File: config.mk
export PLATFORM = sky130hd
export DESIGN_NAME = bar_graph_renderer
export DESIGN_NICKNAME = d
export VERILOG_FILES = /design/src/rtl/bar_graph_renderer.sv
export SDC_FILE = /design/constraint.sdc
export NUM_CORES = 1
export LEC_CHECK = 0
export CORE_UTILIZATION = 55
export DETAILED_ROUTE_END_ITERATION = 8
export PLACE_DENSITY = 0.89
export SYNTH_ARGS = -nofsm -noshare
export SYNTH_HDL_FRONTEND = slang
export SYNTH_SLANG_ARGS = --single-unit
File: constraint.sdc
create_clock -name clk -period 10.5 [get_ports clk]
set_clock_uncertainty 0.1 [all_clocks]
set_input_delay 2.625 -clock clk [delete_from_list [all_inputs] [get_ports clk]]
set_output_delay 2.625 -clock clk [all_outputs]
set_load 0.01 [all_outputs]
File: src/rtl/bar_graph_renderer.sv
// ============================================================================
// bar_graph_renderer
//
// Pixel source for a 240x135 RGB565 LCD scan. Eight 8-bit channel values are
// snapshotted once per frame and drawn as horizontal bars, one lane per
// channel. The lane starts with a colour swatch, and the bar follows it.
// An optional peak-hold marker is drawn in white per channel.
//
// Configuration macro:
//   BAR_PEAK_HOLD_EN - when defined, builds the peak/hold registers, the
//                      per-frame update FSM and the marker rendering.
//
// Ports:
//   clk          in   1   system clock
//   reset        in   1   asynchronous active-high reset
//   in_0..in_7   in   8   channel values, sampled only at frame start
//   row          in   8   scan row    (0..134)
//   column       in   8   scan column (0..239)
//   pixel        out 16   RGB565 colour for (row, column), registered
//   frame_tick   out  1   one-cycle pulse per detected frame start
// ============================================================================
module bar_graph_renderer #(
    parameter int BLOCKWIDTH  = 16,
    parameter int HOLD_FRAMES = 30,
    parameter int DECAY       = 2
) (
    input  logic        clk,
    input  logic        reset,
    input  logic [7:0]  in_0,
    input  logic [7:0]  in_1,
    input  logic [7:0]  in_2,
    input  logic [7:0]  in_3,
    input  logic [7:0]  in_4,
    input  logic [7:0]  in_5,
    input  logic [7:0]  in_6,
    input  logic [7:0]  in_7,
    input  logic [7:0]  row,
    input  logic [7:0]  column,
    output logic [15:0] pixel,
    output logic        frame_tick
);

    // Fixed channel palette, indexed by lane
    function automatic logic [15:0] chan_colour(input logic [2:0] k);
        logic [15:0] c;
        case (k)
            3'd0:    c = 16'hF800;
            3'd1:    c = 16'hFD20;
            3'd2:    c = 16'hFF40;
            3'd3:    c = 16'h3FE0;
            3'd4:    c = 16'h07FD;
            3'd5:    c = 16'h069F;
            3'd6:    c = 16'h029F;
            3'd7:    c = 16'hD81F;
            default: c = 16'h0000;
        endcase
        return c;
    endfunction

    // Scale an 8-bit value onto the 224-column bar area (0..223)
    function automatic logic [7:0] scale_len(input logic [7:0] v);
        return 8'((11'(v) * 11'd7) >> 3);
    endfunction

    logic [7:0]  w_in [8];
    logic [7:0]  r_snap [8];
    logic [7:0]  r_prev_row;
    logic [7:0]  r_prev_col;
    logic        w_frame_start;
    logic        w_at_origin;
    logic        w_prev_origin;
    logic [7:0]  w_lane_idx;
    logic [7:0]  w_lane_off;
    logic [2:0]  w_ch;
    logic [7:0]  w_bar_len;
    logic [7:0]  w_bar_pos;
    logic        w_marker;
    logic [15:0] w_pixel_next;

    assign w_in[0] = in_0;
    assign w_in[1] = in_1;
    assign w_in[2] = in_2;
    assign w_in[3] = in_3;
    assign w_in[4] = in_4;
    assign w_in[5] = in_5;
    assign w_in[6] = in_6;
    assign w_in[7] = in_7;

    assign w_at_origin   = (row == 8'd0) && (column == 8'd0);
    assign w_prev_origin = (r_prev_row == 8'd0) && (r_prev_col == 8'd0);

    assign w_lane_idx = row / 8'(BLOCKWIDTH);
    assign w_lane_off = row % 8'(BLOCKWIDTH);
    assign w_ch       = w_lane_idx[2:0];
    assign w_bar_len  = scale_len(r_snap[w_ch]);
    assign w_bar_pos  = column - 8'(BLOCKWIDTH);

`ifdef BAR_PEAK_HOLD_EN
    typedef enum logic [0:0] {ST_IDLE, ST_UPD} state_t;

    state_t      r_state;
    logic [2:0]  r_upd_ch;
    logic [7:0]  r_peak [8];
    logic [7:0]  r_hold [8];
    logic [8:0]  w_dec9;
    logic [7:0]  w_decayed;
    logic [7:0]  w_cur_snap;
    logic [7:0]  w_cur_peak;

    // A frame start arriving while peaks are still updating is ignored
    assign w_frame_start = w_at_origin && !w_prev_origin && (r_state == ST_IDLE);
    assign w_marker      = (column == (8'(BLOCKWIDTH) + scale_len(r_peak[w_ch])));

    assign w_cur_snap = r_snap[r_upd_ch];
    assign w_cur_peak = r_peak[r_upd_ch];
    // Decay in 9 bits: a borrow into bit 8 means the peak would go negative
    assign w_dec9     = {1'b0, w_cur_peak} - 9'(DECAY);
    assign w_decayed  = w_dec9[8] ? 8'd0 : w_dec9[7:0];

    // Peak update FSM: one channel per cycle after each accepted frame start
    always_ff @(posedge clk or posedge reset) begin
        if (reset) begin
            r_state  <= ST_IDLE;
            r_upd_ch <= 3'd0;
            for (int i = 0; i < 8; i++) begin
                r_peak[i] <= 8'd0;
                r_hold[i] <= 8'd0;
            end
        end else begin
            case (r_state)
                ST_IDLE: begin
                    if (w_frame_start) begin
                        r_state  <= ST_UPD;
                        r_upd_ch <= 3'd0;
                    end
                end
                ST_UPD: begin
                    if (w_cur_snap >= w_cur_peak) begin
                        r_peak[r_upd_ch] <= w_cur_snap;
                        r_hold[r_upd_ch] <= 8'(HOLD_FRAMES);
                    end else if (r_hold[r_upd_ch] != 8'd0) begin
                        r_hold[r_upd_ch] <= r_hold[r_upd_ch] - 8'd1;
                    end else begin
                        r_peak[r_upd_ch] <= (w_decayed > w_cur_snap) ? w_decayed : w_cur_snap;
                    end
                    if (r_upd_ch == 3'd7) begin
                        r_state <= ST_IDLE;
                    end
                    r_upd_ch <= r_upd_ch + 3'd1;
                end
                default: begin
                    r_state  <= ST_IDLE;
                    r_upd_ch <= 3'd0;
                end
            endcase
        end
    end
`else
    assign w_frame_start = w_at_origin && !w_prev_origin;
    assign w_marker      = 1'b0;
`endif

    // Previous scan position, snapshot of the channels and the frame pulse
    always_ff @(posedge clk or posedge reset) begin
        if (reset) begin
            r_prev_row <= 8'd0;
            r_prev_col <= 8'd0;
            frame_tick <= 1'b0;
            for (int i = 0; i < 8; i++) begin
                r_snap[i] <= 8'd0;
            end
        end else begin
            r_prev_row <= row;
            r_prev_col <= column;
            frame_tick <= w_frame_start;
            if (w_frame_start) begin
                for (int i = 0; i < 8; i++) begin
                    r_snap[i] <= w_in[i];
                end
            end
        end
    end

    // Colour for the current scan position; separator rows and anything
    // outside the lanes or the visible width are black
    always_comb begin
        w_pixel_next = 16'h0000;
        if ((row < 8'd135) && (column < 8'd240) && (w_lane_idx < 8'd8) &&
            (w_lane_off != 8'(BLOCKWIDTH - 1))) begin
            if (column < 8'(BLOCKWIDTH)) begin
                w_pixel_next = chan_colour(w_ch);
            end else if (w_marker) begin
                w_pixel_next = 16'hFFFF;
            end else if (w_bar_pos < w_bar_len) begin
                w_pixel_next = chan_colour(w_ch);
            end else begin
                w_pixel_next = 16'h0000;
            end
        end else begin
            w_pixel_next = 16'h0000;
        end
    end

    // Registered pixel output
    always_ff @(posedge clk or posedge reset) begin
        if (reset) begin
            pixel <= 16'h0000;
        end else begin
            pixel <= w_pixel_next;
        end
    end

endmodule

==> results of run 1 <==
-- registers in the layout, indices dropped and copies added, names as in the netlist --
signal,count
pixel,11
r_prev_col,8
frame_tick,1
r_prev_row,8
r_snap,64
-- critical path: stages --
cell,delay [ns]
clkdlybuf4s50_1,1.17
mux4_2,0.42
nand2_1,0.09
nand2_1,0.16
fa_1,0.51
ha_1,0.37
a21oi_1,0.13
o21ai_0,0.19
a21o_1,0.24
a21oi_1,0.19
xor2_1,0.18
ha_1,0.27
a221oi_1,0.28
nand2_1,0.09
o211ai_1,0.22
nand2_1,0.23
a211oi_1,0.30
-- cell families after synthesis --
group	share of synthesized area
multiplexers	0.239
adder cells (fa/ha/maj)	0.0881
AND/OR/NAND/NOR	0.0704
buffers and inverters	0.0391
flip-flops	0.510
AO/OA/AOI/OAI	0.0360
XOR/XNOR	0.0175
-- metal layers --
| layer | vias to the layer above | track usage |
|---|---|---|
| met5 | - | 0 |
| met4 | 0 | 0.0654 |
| met3 | 10 | 0.0443 |
| met2 | 84 | 0.409 |
| met1 | 1428 | 0.280 |
| li1 | 1350 | - |
-- final cells by class --
type,count,area share
Sequential cell,92,0.400
Inverter,10,0.00674
Multi-Input combinational cell,208,0.356
Timing Repair Buffer,101,0.174
Tap cell,102,0.0222
Clock buffer,12,0.0287
Clock inverter,3,0.0120
-- report_power, final --
part	switching [mW]	internal, mW	total [mW]
logic	0.0300	0.0412	0.0712
registers	0.00194	0.360	0.362
clock network	0.113	0.153	0.266
-- through the flow --
| step | area, sq um | power [mW] |
|---|---|---|
| floorplan | 4520 | 0.395 |
| global placement | 5520 | 0.439 |
| detailed placement | 5520 | 0.440 |
| CTS | 5760 | 0.706 |
| global route | 5760 | 0.726 |
| finish | 5760 | 0.699 |
-- worst max-delay path by stage --
stage,end,cells after the start,slack [ns],start
detailed placement,pixel[10],17,2.63,row[5]
CTS,pixel[10],17,3.01,row[5]
global route,pixel[10],17,2.67,row[5]
finish,pixel[10],17,2.97,row[5]
global placement,pixel[8],17,2.89,row[5]
floorplan,pixel[10],18,3.65,row[4]
-- cell usage in the layout, fill, tap and decap left out, types with 2 or more instances in the layout --
cell type and instances:
clkdlybuf4s50_1 98, dfrtp_1 92, mux2_1 49, nand2_1 35
ha_1 19, mux4_2 16, mux2_2 15, clkbuf_8 12
inv_1 9, a21oi_1 9, nor2_1 8, fa_1 8
xor2_1 6, nor4_1 5, nor3_1 5, o211ai_1 4
nand3_1 4, o21a_1 3, xnor2_1 3, buf_4 3
nand4_1 2, and2_1 2, o21ai_0 2, and3_1 2
bufinv_16 2
==> impl_table.tex, run 1 <==
\begin{tabular}{lr}
\hline
Metric & Value \\
\hline
\multicolumn{2}{l}{\textbf{Yosys}} \\
Count of unique library cells instantiated by Yosys & 37 \\
Largest cells by area after synthesis & dfrtp\_1, mux2\_1, mux4\_2 \\
Gate count of the mapped netlist & 329 \\
Commonest cells in the synthesized netlist & dfrtp\_1, mux2\_1, nand2\_1 \\
Count of flip-flops with a built-in enable after synthesis & 0 \\
Flip-flop cell with the highest count after synthesis & dfrtp\_1 \\
Average cell area after synthesis & 13.7 sq um \\
Post-synth design cell area & 0.00452 sq mm \\
Top cell type by total area after synthesis & dfrtp\_1 \\
Synth top area share & 0.510 \\
Fraction of registers with async set/reset & 1.00 \\
Flip-flop and latch count after synthesis & 92 \\
Most frequent cell after synthesis & dfrtp\_1 \\
Post-synthesis sequential area ratio & 0.510 \\
Yosys warning total & 0 \\
Net count after synthesis & 438 \\
\multicolumn{2}{l}{\textbf{Job}} \\
Max Cap Violations & 0 \\
\multicolumn{2}{l}{\textbf{CTS}} \\
Clk Latency, worst-skew pair & 0.34 ns \\
TritonCTS clock tree & done \\
Clock sinks & 92 \\
Maximum clock path buffer count & 2 \\
Buffer count from post-CTS setup fixing & 0 \\
Number of H-tree levels & 3 \\
\# hold bufs at CTS & 0 \\
Clock Root Buffer & clkbuf\_8 \\
Clock buffer count from CTS & 9 \\
Clk pin slew, worst setup/hold paths & 0.08 ns \\
Count of instances resized after the clock tree is built & 0 \\
\multicolumn{2}{l}{\textbf{Worst hold path}} \\
Hold/Removal Path Class & register to register \\
Hold EP & r\_snap[37] \\
Number of cells traversed by the worst hold path & 1 \\
Start point of the worst min-delay path & r\_snap[37] \\
\multicolumn{2}{l}{\textbf{GRT}} \\
Total gr overflow & 0 \\
Vias in the first global route & 3137 \\
Number of antenna violations at the first check in global routing & 0 \\
Global Route Usage Sum & 0.228 \\
Pin count of the biggest net entering global routing & 93 \\
First-pass GRT wire length & 15000 microns \\
\multicolumn{2}{l}{\textbf{Placement}} \\
Final weighted congestion in routability-driven placement & 0.903 \\
DP Cell Count & 513 \\
DPL Wire Length & 6520 microns \\
Setup Slack @ Placement & 2.63 ns \\
Number of buffers inserted by port buffering & 98 \\
\multicolumn{2}{l}{\textbf{Die}} \\
Initial core utilization & 0.576 \\
Core Rows & 32 \\
Die extent in x & 92.6 microns \\
Die boundary height & 92.6 microns \\
\# IOs & 99 \\
Die Area & 0.00858 sq mm \\
Area of the core & 0.00785 sq mm \\
\multicolumn{2}{l}{\textbf{STA}} \\
Setup slack of the critical path after layout & 2.97 ns \\
Total Neg Setup Slack & 0 ns \\
Number of slew-limit violations in the final report & 0 \\
Final number of hold-violating endpoints & 0 \\
Max Clk Rate & 133 MHz \\
Setup violators final & 0 \\
Slew headroom & 0.230 \\
Unrepaired setup endpoints after global routing & no \\
Share of the cycle needed by the critical path after routing & 0.717 \\
Time the final worst path needs with I/O delays and setup & 7.53 ns \\
Tightest Pin Transition & 1.15 ns \\
Final worst hold slack & 0.386 ns \\
\multicolumn{2}{l}{\textbf{Worst setup path}} \\
WP data arrival & 7.67 ns \\
Worst Path Max Fanout & 24 \\
Minimum setup slack among reg-to-reg paths & 5.97 ns \\
Category of the worst setup path launch point & input pin \\
Reg-to-reg critical path startpoint & r\_snap[11] \\
Kind of end point of the critical path & register \\
Reg2Reg Depth & 16 \\
Category of the critical setup timing path & input pin to register \\
Reg-to-reg critical path endpoint & pixel[10] \\
CP required & 10.63 ns \\
\multicolumn{2}{l}{\textbf{Pwr}} \\
IR Drop Worst-Case VDD & 0.105 mV \\
Power density relative to cell area & 121 mW/mm\^{}2 \\
Leakage Power & 2.79 nW \\
\multicolumn{2}{l}{\textbf{Status}} \\
Outcome & finished, final reports clean \\
\multicolumn{2}{l}{\textbf{Routing}} \\
Met2 Routed Length & 4770 microns \\
Vias post-DR & 2872 \\
Drt first-iter violations & 138 \\
Drt total wl & 9070 microns \\
Post-detailed-route wirelength per cell & 17.2 microns \\
Total met3 wirelength after detailed routing & 387 microns \\
Antenna-violating nets left & 0 \\
Detailed-routing wirelength on met1 & 3770 microns \\
DRC violations left & 0 \\
Per-cell via count in the routed design & 5.44 \\
Top layer reached by signal wires & met4 \\
Initial DRT Pass Iterations & 4 \\
\multicolumn{2}{l}{\textbf{Final layout}} \\
Final core occ & 0.733 \\
Area taken by flip-flops and latches & 0.00230 sq mm \\
Net total in the final layout & 531 \\
Filler instances & 540 \\
N\_diodes & 0 \\
Area growth syn-to-layout & 27.4\% \\
Area taken by multi-input logic gates & 0.00205 sq mm \\
Ratio of cells with drive above 1 in the final layout & 0.122 \\
Fin cells & 528 \\
\hline
\end{tabular}
Power figures use the tool's default switching activity.
==> inputs of run 2 (changes only) <==
Settings changed: CORE_UTILIZATION 55 to 51, PLACE_DENSITY 0.89 to 0.83.
Clock period 10.5 ns to 7.4 ns, I/O delays scaled along.
==> run 2 against run 1 <==
- register-to-register slack lost 3.0 ns
- sequential cell count is the same
- sequential share of layout area grew 0.30 points
- critical path depth grew 1
- clock-buffer cell count shrank 1
- global-route usage shrank 1.4 points
- routed wire length shrank 3.6%
- first-iteration DRC count grew 15%
- power grew 31%
- core utilization shrank 5.2 points
- non-clock buffer count grew 1
==> impl_table.tex, run 2 (synthesis gave the netlist of run 1 again) <==
\begin{tabular}{lr}
\hline
Metric & Value \\
\hline
\multicolumn{2}{l}{\textbf{Routing}} \\
Drt total wl & 8740 microns (-3.6\%) \\
Drt first-iter violations & 159 (+15\%) \\
Per-cell via count in the routed design & 5.48 (+0.82\%) \\
Vias post-DR & 2923 (+1.8\%) \\
DRC violations left & 0 (unchanged) \\
Antenna-violating nets left & 0 (unchanged) \\
Post-detailed-route wirelength per cell & 16.4 microns (-4.5\%) \\
Initial DRT Pass Iterations & 4 (unchanged) \\
\multicolumn{2}{l}{\textbf{Die}} \\
Die extent in x & 96.1 microns (+3.8\%) \\
Die Area & 0.00924 sq mm (+7.7\%) \\
\# IOs & 99 (unchanged) \\
Area of the core & 0.00838 sq mm (+6.8\%) \\
Core Rows & 33 (+3.1\%) \\
Die boundary height & 96.1 microns (+3.8\%) \\
Initial core utilization & 0.539 (-0.0367) \\
\multicolumn{2}{l}{\textbf{Pwr}} \\
Net switching power & 0.216 mW (+49\%) \\
Part of the total power dissipated in the clock network & 0.331 (-0.049) \\
Cell Int Power & 0.701 mW (+27\%) \\
Leakage Power & 2.76 nW (-1.0\%) \\
Total power consumption of the routed design & 0.917 mW (+31\%) \\
Power density relative to cell area & 161 mW/mm\^{}2 (+32\%) \\
Sequential cell fraction of total power & 0.559 (+0.041) \\
Switching share of total power & 0.236 (+0.0286) \\
IR Drop Worst-Case VDD & 0.0825 mV (-22\%) \\
Logic pwr share & 0.110 (+0.008) \\
\multicolumn{2}{l}{\textbf{Worst hold path}} \\
Hold/Removal Path Class & register to register \\
Start point of the worst min-delay path & r\_snap[16] \\
Hold EP & r\_snap[16] \\
Number of cells traversed by the worst hold path & 1 (unchanged) \\
\multicolumn{2}{l}{\textbf{Final layout}} \\
Largest register by flop count & r\_snap \\
Most frequent cells in the layout & clkdlybuf4s50\_1, dfrtp\_1, mux2\_1, nand2\_1, ha\_1 \\
Design Area, Final & 0.00571 sq mm (-0.74\%) \\
Leading cell type in the layout, fill and taps excluded & clkdlybuf4s50\_1 \\
Area growth syn-to-layout & 26.5\% \\
Net total in the final layout & 532 (+0.19\%) \\
Registers with the most flip-flops & r\_snap x64, pixel x11 \\
Number of flip-flops in the largest register & 64 (unchanged) \\
N\_diodes & 0 (unchanged) \\
Ratio of cells with drive above 1 in the final layout & 0.124 (+0.00177) \\
\multicolumn{2}{l}{\textbf{STA}} \\
Setup slack of the critical path after layout & 1.00 ns (-1.96 ns) \\
Time the final worst path needs with I/O delays and setup & 6.40 ns \\
Unrepaired setup endpoints after global routing & no \\
Setup violators final & 0 (unchanged) \\
Share of the cycle needed by the critical path after routing & 0.864 \\
Max Clk Rate & 156 MHz \\
Slew headroom & 0.276 (+0.0452) \\
Tightest Pin Transition & 1.09 ns (-0.0678 ns) \\
Final number of hold-violating endpoints & 0 (unchanged) \\
Total Neg Setup Slack & 0 ns (unchanged) \\
Number of slew-limit violations in the final report & 0 (unchanged) \\
\multicolumn{2}{l}{\textbf{Worst setup path}} \\
WP data arrival & 6.55 ns (-1.12 ns) \\
Reg2Reg Depth & 16 (unchanged) \\
Crit path max-delay family & compound AO/OA/AOI/OAI gates \\
Worst Path Max Fanout & 22 (-8.3\%) \\
Kind of end point of the critical path & register \\
Crit. Startpoint & row[4] \\
Crit path max-delay cell type & mux4\_2 \\
Critical path cell sequence & clkdlybuf4s50\_1 > buf\_4 > mux4\_2 > nand2\_1 > and2\_1 > inv\_1 > fa\_1 > ha\_1 > and3\_1 > a211o\_1 > a21oi\_1 > xor2\_1 > ha\_1 > a221oi\_1 > nand2\_1 > o211ai\_1 > nand2\_1 > a211oi\_1 \\
Reg-to-reg critical path endpoint & pixel[10] \\
Minimum setup slack among reg-to-reg paths & 3.00 ns (-2.97 ns) \\
CP required & 7.56 ns (-3.07 ns) \\
Category of the worst setup path launch point & input pin \\
Crit path buf inv count & 3 (+2) \\
Category of the critical setup timing path & input pin to register \\
Slowest cell delay on critical path & 0.56 ns (-0.61 ns) \\
Most used cell along the critical path & nand2\_1 \\
Reg-to-reg critical path startpoint & r\_snap[46] \\
\multicolumn{2}{l}{\textbf{Placement}} \\
Final weighted congestion in routability-driven placement & 0.784 (-13\%) \\
Setup Slack @ Placement & 0.606 ns (-2.03 ns) \\
Number of buffers inserted by port buffering & 98 (unchanged) \\
Post-Place Cell Area & 0.00553 sq mm (+0.23\%) \\
DPL Wire Length & 6480 microns (-0.65\%) \\
\multicolumn{2}{l}{\textbf{GRT}} \\
Number of antenna violations at the first check in global routing & 0 (unchanged) \\
Total gr overflow & 0 (unchanged) \\
Pin count of the biggest net entering global routing & 93 (unchanged) \\
First-pass GRT wire length & 14700 microns (-1.8\%) \\
Global Route Usage Sum & 0.214 (-0.0140) \\
Vias in the first global route & 3140 (+0.096\%) \\
\multicolumn{2}{l}{\textbf{CTS}} \\
\# hold bufs at CTS & 0 (unchanged) \\
Number of H-tree levels & 3 (unchanged) \\
Clk Latency, worst-skew pair & 0.36 ns (+0.02 ns) \\
Count of instances resized after the clock tree is built & 0 (unchanged) \\
Clock sinks & 92 (unchanged) \\
Clock Root Buffer & clkbuf\_8 \\
Clk pin slew, worst setup/hold paths & 0.08 ns (about the same) \\
Maximum clock path buffer count & 2 (unchanged) \\
Clock buffer count from CTS & 9 (unchanged) \\
TritonCTS clock tree & done \\
Buffer count from post-CTS setup fixing & 0 (unchanged) \\
\multicolumn{2}{l}{\textbf{Job}} \\
Max Cap Violations & 0 (unchanged) \\
\multicolumn{2}{l}{\textbf{Status}} \\
Outcome & finished, final reports clean \\
\hline
\end{tabular}
run 2: changes by cell type in the layout (fill, tap and decap cells not counted):
cell / previous run / this run
buf_4: 3 / 4
clkinv_4: 1 / 2
clkinvlp_4: 0 / 2
inv_4: 0 / 1
clkbuf_8: 12 / 10
clkbuf_1: 0 / 1
bufinv_16: 2 / 0
run 2: metrics by stage:
step | hold slack (ns) | instances | util
after floorplan | 0.352 | 329 | -
after global placement | 0.363 | 517 | 0.660
after detailed placement | 0.374 | 517 | 0.660
after CTS | 0.394 | 533 | 0.682
after global routing | 0.405 | 533 | 0.682
final | 0.390 | 533 | 0.682
run 2: layout make-up:
cell class                      instances  area, sq um
Fill cell                             611         2670
Sequential cell                        92         2300
Multi-Input combinational cell        208         2050
Timing Repair Buffer                  102         1010
Clock buffer                           11          141
Tap cell                              105          131
Inverter                               10         40.0
Clock inverter                          5         37.5
run 2: layer usage:
| layer | part of all wire | global-route usage | routed length (microns) |
|---|---|---|---|
| met5 | 0 | 0 | 0 |
| met4 | 0.019 | 0.0808 | 165 |
| met3 | 0.048 | 0.0371 | 422 |
| met2 | 0.51 | 0.372 | 4440 |
| met1 | 0.42 | 0.267 | 3710 |
run 2: power by group through the flow:
stage	logic, mW	registers [mW]	clock network, mW
2_1_floorplan	0.0355	0.524	0
3_3_place_gp	0.100	0.523	0
3_5_place_dp	0.102	0.523	0
4_1_cts	0.102	0.513	0.313
5_1_grt	0.111	0.514	0.331
6_report	0.100	0.513	0.304
run 2: worst max path at each step:
stage,end,slack [ns],depth (start not counted)
2_1_floorplan,pixel[10],1.32,18
6_report,pixel[10],1.00,18
3_3_place_gp,pixel[10],0.80,19
4_1_cts,pixel[10],0.98,19
5_1_grt,pixel[10],0.67,18
3_5_place_dp,pixel[10],0.61,19
==> inputs of run 3 (changes only) <==
Settings changed: GPL_ROUTABILITY_DRIVEN set to 0.
==> results of run 3 <==
No change in the layout: final DEF, timing and power equal those of run 2.
